## src/rtl/thor2024_regfile_wrarb.sv

```systemverilog
// thor2024_regfile_wrarb: round-robin shared write port for the register-file RAM with zero-fill sweep.
// Optional macro THOR2024_WRARB_R0_PROTECT_EN: suppresses RUN-mode writes to address 0 so register 0 stays zero.
module thor2024_regfile_wrarb #(
    parameter  int WID  = 64,
    parameter  int DEP  = 256,
    parameter  int NREQ = 3,
    localparam int AW   = $clog2(DEP),
    localparam int BW   = WID / 8,
    localparam int PW   = $clog2(NREQ)
) (
    input  logic                clk,
    input  logic                rst_n,
    input  logic                clear_req,
    output logic                busy,
    input  logic [NREQ-1:0]     req_valid,
    output logic [NREQ-1:0]     req_ready,
    input  logic [NREQ*AW-1:0]  req_addr,
    input  logic [NREQ*WID-1:0] req_data,
    input  logic [NREQ*BW-1:0]  req_be,
    output logic                ram_ena,
    output logic [BW-1:0]       ram_wea,
    output logic [AW-1:0]       ram_addra,
    output logic [WID-1:0]      ram_dina
);

`ifdef THOR2024_WRARB_R0_PROTECT_EN
    localparam bit R0P = 1'b1;
`else
    localparam bit R0P = 1'b0;
`endif

    typedef enum logic {CLEAR = 1'b0, RUN = 1'b1} state_t;

    state_t         state_q, state_d;
    logic [AW-1:0]  clr_addr_q, clr_addr_d;
    logic [PW-1:0]  rr_ptr_q, rr_ptr_d;
    logic           ena_q, ena_d;
    logic [BW-1:0]  wea_q, wea_d;
    logic [AW-1:0]  addra_q, addra_d;
    logic [WID-1:0] dina_q, dina_d;

    logic [NREQ-1:0] rot;
    logic            any;
    logic [PW-1:0]   off;
    logic [PW:0]     sum;
    logic [PW-1:0]   win;
    logic            gnt;
    logic            wr_en;
    logic [AW-1:0]   g_addr;
    logic [WID-1:0]  g_data;
    logic [BW-1:0]   g_be;

    // Round-robin pick: rotate valids so rr_ptr sits at bit 0, take the lowest set bit, rotate back.
    always_comb begin
        rot = NREQ'({req_valid, req_valid} >> rr_ptr_q);
        any = 1'b0;
        off = '0;
        for (int k = NREQ - 1; k >= 0; k--) begin
            if (rot[k]) begin
                any = 1'b1;
                off = PW'(k);
            end
        end
        sum = {1'b0, rr_ptr_q} + {1'b0, off};
        win = sum >= (PW + 1)'(NREQ) ? PW'(sum - (PW + 1)'(NREQ)) : PW'(sum);
        gnt = state_q == RUN && !clear_req && any;
        req_ready = gnt ? NREQ'(1) << win : '0;
        g_addr = req_addr[int'(win) * AW +: AW];
        g_data = req_data[int'(win) * WID +: WID];
        g_be = req_be[int'(win) * BW +: BW];
        wr_en = gnt && !(R0P && g_addr == '0);
    end

    // Next state and next registered RAM-port values for the sweep and run modes.
    always_comb begin
        state_d = state_q;
        clr_addr_d = clr_addr_q;
        rr_ptr_d = rr_ptr_q;
        ena_d = 1'b0;
        wea_d = '0;
        addra_d = addra_q;
        dina_d = dina_q;
        if (state_q == CLEAR) begin
            ena_d = 1'b1;
            wea_d = '1;
            addra_d = clr_addr_q;
            dina_d = '0;
            clr_addr_d = clr_addr_q + 1'b1;
            state_d = clr_addr_q == AW'(DEP - 1) ? RUN : CLEAR;
        end else if (clear_req) begin
            state_d = CLEAR;
            clr_addr_d = '0;
        end else if (gnt) begin
            rr_ptr_d = win == PW'(NREQ - 1) ? '0 : win + 1'b1;
            ena_d = wr_en;
            wea_d = wr_en ? g_be : '0;
            addra_d = wr_en ? g_addr : addra_q;
            dina_d = wr_en ? g_data : dina_q;
        end
    end

    // State and RAM-port registers; reset restarts the sweep from address 0.
    always_ff @(posedge clk) begin
        if (!rst_n) begin
            state_q <= CLEAR;
            clr_addr_q <= '0;
            rr_ptr_q <= '0;
            ena_q <= 1'b0;
            wea_q <= '0;
            addra_q <= '0;
            dina_q <= '0;
        end else begin
            state_q <= state_d;
            clr_addr_q <= clr_addr_d;
            rr_ptr_q <= rr_ptr_d;
            ena_q <= ena_d;
            wea_q <= wea_d;
            addra_q <= addra_d;
            dina_q <= dina_d;
        end
    end

    assign busy = state_q == CLEAR;
    assign ram_ena = ena_q;
    assign ram_wea = wea_q;
    assign ram_addra = addra_q;
    assign ram_dina = dina_q;

endmodule

```

## config.mk

```make
export PLATFORM = sky130hd
export DESIGN_NAME = thor2024_regfile_wrarb
export DESIGN_NICKNAME = d
export VERILOG_FILES = /design/src/rtl/thor2024_regfile_wrarb.sv
export SDC_FILE = /design/constraint.sdc
export NUM_CORES = 1
export LEC_CHECK = 0
export ABC_AREA = 0
export ABC_CLOCK_PERIOD_IN_PS = 4300
export BUFFER_PORTS_ARGS = -buffer_cell sky130_fd_sc_hd__buf_2
export CAP_MARGIN = 5
export CELL_PAD_IN_SITES_DETAIL_PLACEMENT = 1
export CELL_PAD_IN_SITES_GLOBAL_PLACEMENT = 2
export CORE_MARGIN = 1
export CORE_UTILIZATION = 23
export CTS_BUF_LIST = sky130_fd_sc_hd__clkbuf_8
export DETAILED_ROUTE_END_ITERATION = 10
export HOLD_SLACK_MARGIN = 0.05
export MAX_ROUTING_LAYER = met4
export PLACE_DENSITY_LB_ADDON = 0.12
export SLEW_MARGIN = 25
export SYNTH_ARGS = -nofsm -noshare
export SYNTH_HDL_FRONTEND = slang
export SYNTH_SLANG_ARGS = --single-unit
```

## constraint.sdc

```tcl
create_clock -name clk -period 4.3 [get_ports clk]
set_input_delay 0.86 -clock clk [delete_from_list [all_inputs] [get_ports clk]]
set_output_delay 0.86 -clock clk [all_outputs]
set_load 0.005 [all_outputs]
```

======== Word level (Yosys, flattened, before mapping) ========
Index checks and enable logic that the tools add are counted.
storage, ports and cells
  input port bits ......................... 246
  register bits after elaboration ......... 92
  output and inout port bits .............. 85
  word-level logic and storage cells ...... 54
cells by class
  muxes and demuxes ....................... 23
  shift-type cells ........................ 5
  $add $sub $neg .......................... 4
  reductions and logical operators ........ 7
  bitwise operators ....................... 2
  equal/unequal tests ..................... 5
  order comparisons ....................... 1
operator list
  cell                   count
  $shiftx A192 B9 Y64    1
  $mux W8                8
  $shiftx A24 B6 Y8      2
  $mux W2                5
  $mux W1                9
  $add A8 B1 Y8 const B  1
  $eq A8 B8 Y1 const B   1
  $reduce_and A2 Y1      3
  $shr A6 B2 Y3          1
  $ne A2 B2 Y1 const B   2
  $add A2 B2 Y3          1
  $ge A3 B2 Y1 const B   1
  $mux W3                1
  $reduce_and A3 Y1      1
  $shl A1 B2 Y3 const A  1
  $add A2 B1 Y2 const B  1
  $eq A2 B2 Y1 const B   1
  $logic_and A1 B1 Y1    2
  $ne A2 B1 Y1 const B   1
  $not A1 Y1             2
  $sub A2 B2 Y2 const B  1
  $logic_not A1 Y1       1

======== Depth between registers and ports, before layout ========
  depth after elaboration ................. 11
  gate-level depth with buffers ........... 15
  mapped depth without buffers ............ 13

======== Worst setup path before layout ========
Ideal clock, no wire load.
  kind .................................... in2out
  from .................................... input req_valid[0]
  to ...................................... output req_ready[2]
  path buffers ............................ 1
  data required time ...................... 3.440 ns
  setup slack ............................. 0.182 ns
  data arrival time ....................... 3.258 ns
  cell stages on the path ................. 13
  path through ............................ inv_1 > nor3_1 > a311oi_1 > a31oi_1 > ha_1 > inv_1 > fa_1 > inv_1 > ha_1 > and2b_2 > a211oi_4 > buf_6 > and2_1
on the way
  longest elaborated chain between the ends .. 9
  elaborated cells between the ends (all ways) .. 14
  classes of those cells .................. add/sub: 2; order compare: 1; shift: 2; mux: 8; reduce/logical: 1
ends and longest elaborated chain
  element                                        line  RTL
  start, declared                                15    input logic [NREQ-1:0] req_valid,
  $shr A6 B2 Y3 (*)                              55    rot = NREQ'({req_valid, req_valid} >> rr_ptr_q);
  $mux W2 (3 in series)                          59    if (rot[k]) begin
  $add A2 B2 Y3                                  64    sum = {1'b0, rr_ptr_q} + {1'b0, off};
  $ge A3 B2 Y1 or $sub A2 B2 Y2 (tied branches)  65    win = sum >= (PW + 1)'(NREQ) ? PW'(sum - (PW + 1)'(NREQ)) : PW'(sum);
  $mux W2                                        65
  $shl A1 B2 Y3                                  67    req_ready = gnt ? NREQ'(1) << win : '0;
  $mux W3 (*)                                    67
  end, declared                                  16    output logic [NREQ-1:0] req_ready,
Mark *: on every way between the ends. The rest lies on a longest branch, timed or not.

======== Worst setup path in the final report ========
  from .................................... input req_valid[0]
  to ...................................... output req_ready[0]
The elaborated chain is that of the path after synthesis.

==> impl_metrics.json <==
{
  "run_status": "finished, final reports clean",
  "cts_max_level": 3,
  "min_delay_worst_endpoint": "clr_addr_q[4]",
  "routability_cong": 0.832,
  "max_freq_ghz": 0.240,
  "worst_margin_pin_slew_ns": 0.740,
  "synth.net_count": 802,
  "multi_input_comb_area_um2": 2770,
  "r2r.worst_path.cells": 13,
  "worstHoldStart": "clr_addr_q[4]",
  "post-cts-setup-buffer-count": 0,
  "kind_of_capture_point_of_the_worst_setup_path": "output pin",
  "ys_ff_latch": 92,
  "ios": 331,
  "die_w_um": 149,
  "standard_cell_row_count": 53,
  "startpoint_type": "input port",
  "crit_path_top_delay_cell": "sky130_fd_sc_hd__fa_1",
  "firstDrtPassIters": 4,
  "cts_tree": "done",
  "critical_path.most_common_cell": "sky130_fd_sc_hd__inv_1",
  "proportion_of_register_bits_with_asynchronous_set_or_reset_after_synthesis_pct": 0,
  "placedCellCount": 1108,
  "fin_cells": 1131,
  "hp-class": "register to register",
  "fillers": 2580,
  "total_leakage_power_uw": 0.00312,
  "detail_route.wl_per_cell_um": 19.0,
  "cts.sink_count": 92,
  "cp_max_stage_delay_ns": 0.50,
  "crit_path_max_fanout": 4,
  "cells_along_the_critical_path": "buf_2, inv_1, nor3_1, a311oi_1, a31oi_1, ha_1, inv_1, fa_1, inv_1, ha_1, and3b_2, mux2_4, nand2_1, inv_1, buf_2",
  "grt_first_pass_wirelength_um": 32800,
  "finalHoldViolCount": 0,
  "synth_edf_count": 0,
  "maximum_number_of_pins_on_one_net_before_global_route_repair": 82,
  "r2r_end": "ram_dina[45]",
  "final_nets": 1094,
  "irDropWorstVdd_mv": 0.134,
  "rsz0062_at_grt": "no",
  "clock_latency_ns": 0.38,
  "max-cap-violations": 0,
  "count_of_distinct_cell_types_in_the_synthesized_netlist": 50,
  "die_height_um": 149,
  "crit_required_ns": 3.44,
  "antenna_violations_before_repair": 7,
  "drt.antenna.violating_nets": 0,
  "p_per_area_nw_per_um2": 266,
  "setup.reg_to_reg.worst_slack_ns": 0.99,
  "timing.critical_path.arrival_ns": 3.31,
  "place.detailed.hpwl_um": 15700,
  "buffer_cell_driving_the_clock_tree_root": "sky130_fd_sc_hd__clkbuf_8",
  "final_worst_path_period_need_ns": 4.17,
  "final_max_slew_viol_count": 0,
  "clk_path_buf_depth": 2,
  "synth.avg_cell_area_um2": 8.98,
  "ctsHoldBuffers": 0,
  "setup-violations-final": 0,
  "route.final.wire_length_um": 21500,
  "rr_startpoint": "rr_ptr_q[0]",
  "track_usage_pct": 19.8,
  "port_buffers": 330,
  "mappedNetlistArea_um2": 4960,
  "max_slew_margin_pct": 50.6,
  "tritoncts.num_buffers": 9,
  "finalHoldWorstSlack_ns": 0.533,
  "final_core_util_pct": 33.1,
  "area_growth_pct": 40.9,
  "ys_flop_type": "sky130_fd_sc_hd__dfxtp_1",
  "drt-vias-per-instance": 4.91,
  "core_area_um2": 21100,
  "layout-drive-gt1-share_pct": 51.5,
  "dr.first_iter.drc_count": 176,
  "initial_core_util_pct": 23.5,
  "warnings_from_yosys": 0,
  "min_delay_path_depth": 2,
  "final-seq-area_um2": 1840,
  "clock-skew-final_ns": 0.0159,
  "critical_path_class": "input port to output pin",
  "clock_pin_slew_of_the_registers_on_the_worst_case_setup_and_hold_paths_ns": 0.09,
  "timing.setup.tns_ns": 0,
  "design.die.area_um2": 22100,
  "ys_seq_area_share_pct": 37.2,
  "resized_gates_after_cts": 0,
  "synthCells": 552,
  "min_period_over_period_pct": 97.0,
  "drc": 0,
  "grt_pass1_vias": 5890,
  "vias": 5556,
  "grt_overflow": 0
}
==> stage by stage <==
step / instance area (um2) / setup slack (ns) / power [uW]
final: 6980 / 0.130 / 1860
after floorplan: 4960 / 0.182 / 1040
after CTS: 6960 / 0.0914 / 1900
after global placement: 6730 / 0.152 / 1190
after detailed placement: 6740 / 0.102 / 1200
after global routing: 6980 / 0.00168 / 1960
==> Yosys cell counts (6+ instances only) <==
master | count | area [um2]
sky130_fd_sc_hd__o21ai_0 | 78 | 390
sky130_fd_sc_hd__buf_4 | 10 | 75.1
sky130_fd_sc_hd__clkbuf_1 | 20 | 75.1
sky130_fd_sc_hd__and2_1 | 6 | 37.5
sky130_fd_sc_hd__nand2_1 | 10 | 37.5
sky130_fd_sc_hd__inv_1 | 9 | 33.8
sky130_fd_sc_hd__a21oi_1 | 151 | 756
sky130_fd_sc_hd__buf_2 | 16 | 80.1
sky130_fd_sc_hd__a22oi_1 | 9 | 67.6
sky130_fd_sc_hd__dfxtp_1 | 92 | 1840
sky130_fd_sc_hd__a22oi_2 | 71 | 888
sky130_fd_sc_hd__a221oi_1 | 6 | 52.6
sky130_fd_sc_hd__buf_6 | 8 | 90.1
==> how the worst max path moves through the flow <==
stage                            start      endpoint  slack [ns]  cells after the start
final                     req_valid[0]  req_ready[0]        0.13                     15
after global routing      req_valid[0]  req_ready[0]       0.002                     15
after CTS                 req_valid[0]  req_ready[0]        0.09                     15
after global placement    req_valid[0]  req_ready[0]        0.15                     15
after detailed placement  req_valid[0]  req_ready[0]        0.10                     15
after floorplan           req_valid[0]  req_ready[2]        0.18                     13
==> flip-flops by register name, summed over array words and instances (netlist names) <==
signal and cells:
ram_wea 8, clr_addr_q 8, ram_ena 1, ram_addra 8, ram_dina 64, state_q 1
rr_ptr_q 2
==> metal layers <==
metal,routed length (um),GRT usage [%]
met2,11100,34.5
met5,0,-
met1,8720,22.2
met4,291,5.51
met3,1390,5.20
==> critical path: cells and delay by family <==
family,cells,cell delay (ns)
fa+ha+maj,3,0.84
mux,1,0.34
compound gates,2,0.25
buf+inv,6,0.45
simple gates,3,0.57
==> cell usage in the layout, fill, tap and decap left out, types with 5 or more instances in the layout <==
master,instances
sky130_fd_sc_hd__a21boi_0,5
sky130_fd_sc_hd__a21oi_1,151
sky130_fd_sc_hd__a221oi_1,6
sky130_fd_sc_hd__a22oi_1,9
sky130_fd_sc_hd__a22oi_2,71
sky130_fd_sc_hd__and2_1,5
sky130_fd_sc_hd__buf_2,330
sky130_fd_sc_hd__clkbuf_8,10
sky130_fd_sc_hd__dfxtp_1,92
sky130_fd_sc_hd__diode_2,7
sky130_fd_sc_hd__inv_1,10
sky130_fd_sc_hd__nand2_1,10
sky130_fd_sc_hd__nor2_1,5
sky130_fd_sc_hd__nor2b_1,5
sky130_fd_sc_hd__o21ai_0,77
==> report_power, final <==
part | total, uW | switching (uW) | internal [uW]
Clock | 684 | 340 | 344
Sequential | 864 | 4.81 | 860
Combinational | 310 | 158 | 152
==> logic make-up (layout without fill, tap and decap cells) <==
family	Yosys count	in the layout	share of synthesized area, %
compound gates	340	340	47.7
other cells	0	7	0
buf+inv	65	362	7.30
flops	92	92	37.2
simple gates	46	46	5.55
fa+ha+maj	4	4	1.16
mux	5	5	1.11
==> cell type report <==
| type | instances | share of cell area [%] |
|---|---|---|
| clock buffers | 10 | 1.97 |
| diodes | 7 | 0.251 |
| flip-flops and latches | 92 | 26.4 |
| inverters | 10 | 0.538 |
| clock inverters | 6 | 1.27 |
| well taps | 275 | 4.93 |
| multi-input cells | 395 | 39.7 |
| repair buffers | 336 | 25.0 |
Note: power is estimated with default switching activity, not from simulation.
